==> src/rtl/sram_read_sequencer.sv <==
// Purpose: round-robin sequencer issuing sub-word SRAM reads through the output shifter.
// Latency: request handshake to resp_valid is SRAM_LAT+2 cycles; one request in flight.
// Backpressure: requests wait while busy; resp held stable until resp_ready.
// Optional build macro OSEQ_ALIGN_CHECK_EN: flags misaligned/unsupported requests via resp_err.
module sram_read_sequencer #(
    parameter int WORD_AW  = 8,
    parameter int SRAM_LAT = 1
) (
    input  logic                 clk,
    input  logic                 rst,
    input  logic                 req0_valid,
    output logic                 req0_ready,
    input  logic [WORD_AW+4:0]   req0_addr,
    input  logic [2:0]           req0_conf,
    input  logic                 req1_valid,
    output logic                 req1_ready,
    input  logic [WORD_AW+4:0]   req1_addr,
    input  logic [2:0]           req1_conf,
    output logic                 sram_en,
    output logic [WORD_AW-1:0]   sram_addr,
    output logic [2:0]           shf_conf,
    output logic [4:0]           shf_addr,
    input  logic [31:0]          shf_dout,
    output logic                 resp_valid,
    input  logic                 resp_ready,
    output logic                 resp_id,
    output logic [31:0]          resp_data,
    output logic                 resp_err
);

    typedef enum logic [2:0] {IDLE, ISSUE, WAIT, CAPTURE, RESP} state_t;

    localparam logic [2:0] CNT_INIT = 3'(SRAM_LAT - 1);

    state_t             state, state_nxt;
    logic               ptr;        // 1: requester 1 has priority on the next conflict
    logic [2:0]         cnt;
    logic               lat_id;
    logic               gnt0, gnt1;
    logic               hs;
    logic               sel_id;
    logic [WORD_AW+4:0] sel_addr;
    logic [2:0]         sel_conf;
    logic [2:0]         conf_eff;
    logic               sel_err;

    // Arbitration: a lone requester wins, on conflict the one not granted last wins.
    always_comb begin
        gnt0     = req0_valid && (!req1_valid || !ptr);
        gnt1     = req1_valid && (!req0_valid || ptr);
        hs       = (state == IDLE) && (gnt0 || gnt1);
        sel_id   = gnt1;
        sel_addr = sel_id ? req1_addr : req0_addr;
        sel_conf = sel_id ? req1_conf : req0_conf;
        // 110/111 are not real widths; run them as full 32-bit reads
        conf_eff = (sel_conf[2] && sel_conf[1]) ? 3'b000 : sel_conf;
`ifdef OSEQ_ALIGN_CHECK_EN
        // offset must be a multiple of the access width: low (5-conf) bits clear
        sel_err  = (sel_conf[2] && sel_conf[1]) ||
                   (|(sel_addr[4:0] & (5'h1f >> sel_conf)));
`else
        sel_err  = 1'b0;
`endif
    end

    // Next-state and per-state strobes.
    always_comb begin
        state_nxt  = state;
        req0_ready = 1'b0;
        req1_ready = 1'b0;
        sram_en    = 1'b0;
        resp_valid = 1'b0;
        case (state)
            IDLE: begin
                req0_ready = gnt0;
                req1_ready = gnt1;
                if (hs) state_nxt = sel_err ? RESP : ISSUE;
            end
            ISSUE: begin
                sram_en   = 1'b1;
                state_nxt = (SRAM_LAT == 1) ? CAPTURE : WAIT;
            end
            WAIT: begin
                if (cnt <= 3'd1) state_nxt = CAPTURE;
            end
            CAPTURE: state_nxt = RESP;
            RESP: begin
                resp_valid = 1'b1;
                if (resp_ready) state_nxt = IDLE;
            end
            default: state_nxt = IDLE;
        endcase
    end

    // State register and the wait-out counter for the macro latency.
    always_ff @(posedge clk or posedge rst) begin
        if (rst) begin
            state <= IDLE;
            cnt   <= 3'd0;
        end else begin
            state <= state_nxt;
            if (state == ISSUE)
                cnt <= CNT_INIT;
            else if (state == WAIT)
                cnt <= cnt - 3'd1;
        end
    end

    // Latch the winning request; SRAM/shifter controls hold until the next real read.
    always_ff @(posedge clk or posedge rst) begin
        if (rst) begin
            ptr       <= 1'b0;
            lat_id    <= 1'b0;
            sram_addr <= '0;
            shf_conf  <= 3'b000;
            shf_addr  <= 5'd0;
        end else if (hs) begin
            ptr    <= ~sel_id;
            lat_id <= sel_id;
            if (!sel_err) begin
                sram_addr <= sel_addr[WORD_AW+4:5];
                shf_conf  <= conf_eff;
                shf_addr  <= sel_addr[4:0];
            end
        end
    end

    // Response payload: shifter output on CAPTURE, zero for a rejected request.
    always_ff @(posedge clk or posedge rst) begin
        if (rst) begin
            resp_data <= 32'd0;
            resp_id   <= 1'b0;
        end else if (hs && sel_err) begin
            resp_data <= 32'd0;
            resp_id   <= sel_id;
        end else if (state == CAPTURE) begin
            resp_data <= shf_dout;
            resp_id   <= lat_id;
        end
    end

`ifdef OSEQ_ALIGN_CHECK_EN
    // Error flag follows the request accepted most recently.
    always_ff @(posedge clk or posedge rst) begin
        if (rst)
            resp_err <= 1'b0;
        else if (hs)
            resp_err <= sel_err;
    end
`else
    assign resp_err = 1'b0;
`endif

endmodule
==> config.mk <==
export PLATFORM = sky130hd
export DESIGN_NAME = sram_read_sequencer
export DESIGN_NICKNAME = d
export VERILOG_FILES = /design/src/rtl/sram_read_sequencer.sv
export SDC_FILE = /design/constraint.sdc
export NUM_CORES = 1
export LEC_CHECK = 0
export BUFFER_PORTS_ARGS = -buffer_cell sky130_fd_sc_hd__buf_4
export CORE_MARGIN = 2
export CORE_UTILIZATION = 50
export DETAILED_ROUTE_END_ITERATION = 10
export GPL_TIMING_DRIVEN = 0
export PLACE_DENSITY_LB_ADDON = 0.08
export SKIP_CTS_REPAIR_TIMING = 1
export SYNTH_ARGS = -nofsm -noshare
export SYNTH_HDL_FRONTEND = slang
export SYNTH_SLANG_ARGS = --single-unit
export TNS_END_PERCENT = 1
==> constraint.sdc <==
create_clock -name clk -period 4 [get_ports clk]
set_input_delay 0.8 -clock clk [delete_from_list [all_inputs] [get_ports clk]]
set_output_delay 0.8 -clock clk [all_outputs]
set_load 0.005 [all_outputs]
==> summary.txt <==
status: finished clean
worst skew pair latency: 0.33 ns
post-route insts no fill: 413
Power, Total: 3000 uW
ys flop type: dfrtp_1
DIE WIDTH: 75.7 microns
Warnings, synthesis: 0
RSZ-0062 raised after global routing: false
DRT antenna net count: 0
asr flop ratio synth: 1.00
antenna violations before repair: 0
largest net degree at the start of global routing: 30
CTS sink cnt: 57
Top cell by count, worst path: buf_4
Ports: 123
DR vias: 2025
Sum Neg Setup Slack: 0 ns
fin crit share: 0.667
worst endpoint required time: 3.20 ns
CP startpoint kind: register
nets: 409
GPL Wtd Cong: 0.778
fmax: 0.375 GHz
WS Path Type: register to output pin
CTS clk-pin slew, worst paths: 0.06 ns
Max VDD drop: 0.373 mV
crit-path max FO: 10
Post-synth top cells: dfrtp_1, nand2_1, mux2_4
Slew Viols, Final: 0
power per cell area: 790 nW/um^2
synth top area cells: dfrtp_1, mux2_4, nand2_1
DRT iter0 DRCs: 88
Setup crit end kind: output pin
Post-synth EDFFs: 0
PnR worst setup slack: 1.33 ns
Avg WL per Cell: 13.8 microns
sequential area share after synthesis: 0.554
PortBufs: 121
vias in the first global route: 1975
GRT Util Overall: 0.211
# setup viols final: 0
Worst Path Arrival: 1.87 ns
Synth Instances: 205
slowest CP cell: dfrtp_1
hold path cells: 2
Yosys top cell by area: dfrtp_1
share of cells above drive strength 1: 0.536
Area growth syn-to-layout: 47.6%
worst-path cell chain: buf_4 > or3_1 > nor3_2 > buf_4 > buf_4
TritonCTS buffer count: 9
ANT cells: 0
top-count cell post-synth: dfrtp_1
Yosys cell types: 33
root buf cell: clkbuf_8
syn_area_per_cell: 12.5 sq um
Max-Slew Margin vs Limit: 0.594
Die Area: 5740 sq um
worst hold slack: 0.478 ns
DRT Wirelength: 5700 microns
H-Tree Depth: 3
pre-CTS setup slack: 1.53 ns
Final HPWL DP: 4360 microns
min Tclk post-route: 2.67 ns
TritonCTS clock tree: done
Final Hold Fails: 0
Synth top area share: 0.554
Vias/cell: 4.90
Max stage delay on crit path: 0.39 ns
Core ar.: 5040 sq um
Clock Path Buffers: 2
leak pwr: 0.00201 uW
die height: 75.7 microns
placed cells: 397
worst r2r path cells: 6
GR Overflow Total: 0
Post-Syn Area: 2570 sq um
# rows: 26
max_cap viols: 0
Mapped Nets: 276
number of remaining DRC errors: 0
slew at the pin with the worst max-slew slack: 0.609 ns
hold crit path type: register to register
first-pass iteration count of the detailed router: 4
first-pass GRT wire length: 8910 microns
worst clock skew: 0.00861 ns
Yosys reg bits: 57
Starting Density: 0.510
## through the flow
stage / util / cell area [sq um]
final: 0.753 / 3800
after CTS: 0.753 / 3800
after global routing: 0.753 / 3800
after global placement: 0.708 / 3570
after floorplan: - / 2570
after detailed placement: 0.712 / 3590
## routing by layer
| metal | vias up | global-route usage | wire length, microns |
|---|---|---|---|
| li1 | 978 | - | - |
| met1 | 952 | 0.267 | 2430 |
| met2 | 85 | 0.329 | 2660 |
| met3 | 10 | 0.0807 | 509 |
| met4 | 0 | 0.0819 | 99 |
| met5 | - | 0 | 0 |
## kinds of logic after synthesis
group | synth area share
flops | 0.554
fa+ha+maj | 0.00973
simple gates | 0.0963
buf+inv | 0.0593
mux | 0.191
xor+xnor | 0.00341
other cells | 0.00146
compound gates | 0.0841
## final cells by class
type                       count  area (sq um)
sequential                    57          1430
fill                         353          1250
multi-input combinational    127           993
timing repair buffer         122           928
clock buffer                  14           173
buffer                        13           120
tap                           70          87.6
clock inverter                 2          35.0
inverter                       8          32.5
## power by group
part,switching [uW],internal [uW],total (uW)
Clock,211,338,549
Combinational,553,871,1420
Sequential,154,870,1020
Total,918,2080,3000
## flip-flops by register name, indices dropped and copies added, names as in the netlist
signal,flops
cnt,3
lat_id,1
ptr,1
resp_data,32
resp_id,1
shf_addr,5
shf_conf,3
sram_addr,8
state,3
## worst max-delay path: cells and delay by family (launching register included)
| family | cells | cell delay (ns) |
|---|---|---|
| flops | 1 | 0.39 |
| simple gates | 2 | 0.62 |
| buf+inv | 3 | 0.53 |
## final timing paths
check	from	end	slack, ns
max reg2reg	state[0]	sram_addr[3]	2.35
min reg2reg	sram_addr[0]	sram_addr[0]	0.48
max in group asynchronous	rst	state[1]	2.89
min	sram_addr[0]	sram_addr[0]	0.48
max	state[0]	req1_ready	1.33
min in group asynchronous	rst	resp_data[6]	0.55
## layout by cell type (no fill, tap or decap), drive strengths merged, types with 2 or more instances in the layout
cell type and n:
inv 8, nand2b 2, nand2 31, mux2 32, or3 2, mux2i 3
nand3b 2, clkbuf 15, dfrtp 57, ha 2, o31ai 2, buf 134
a22oi 12, o21ai 12, nor3 5, a21oi 5, nor2 6, and2 2
No activity file was read; power rests on OpenSTA's default activity.
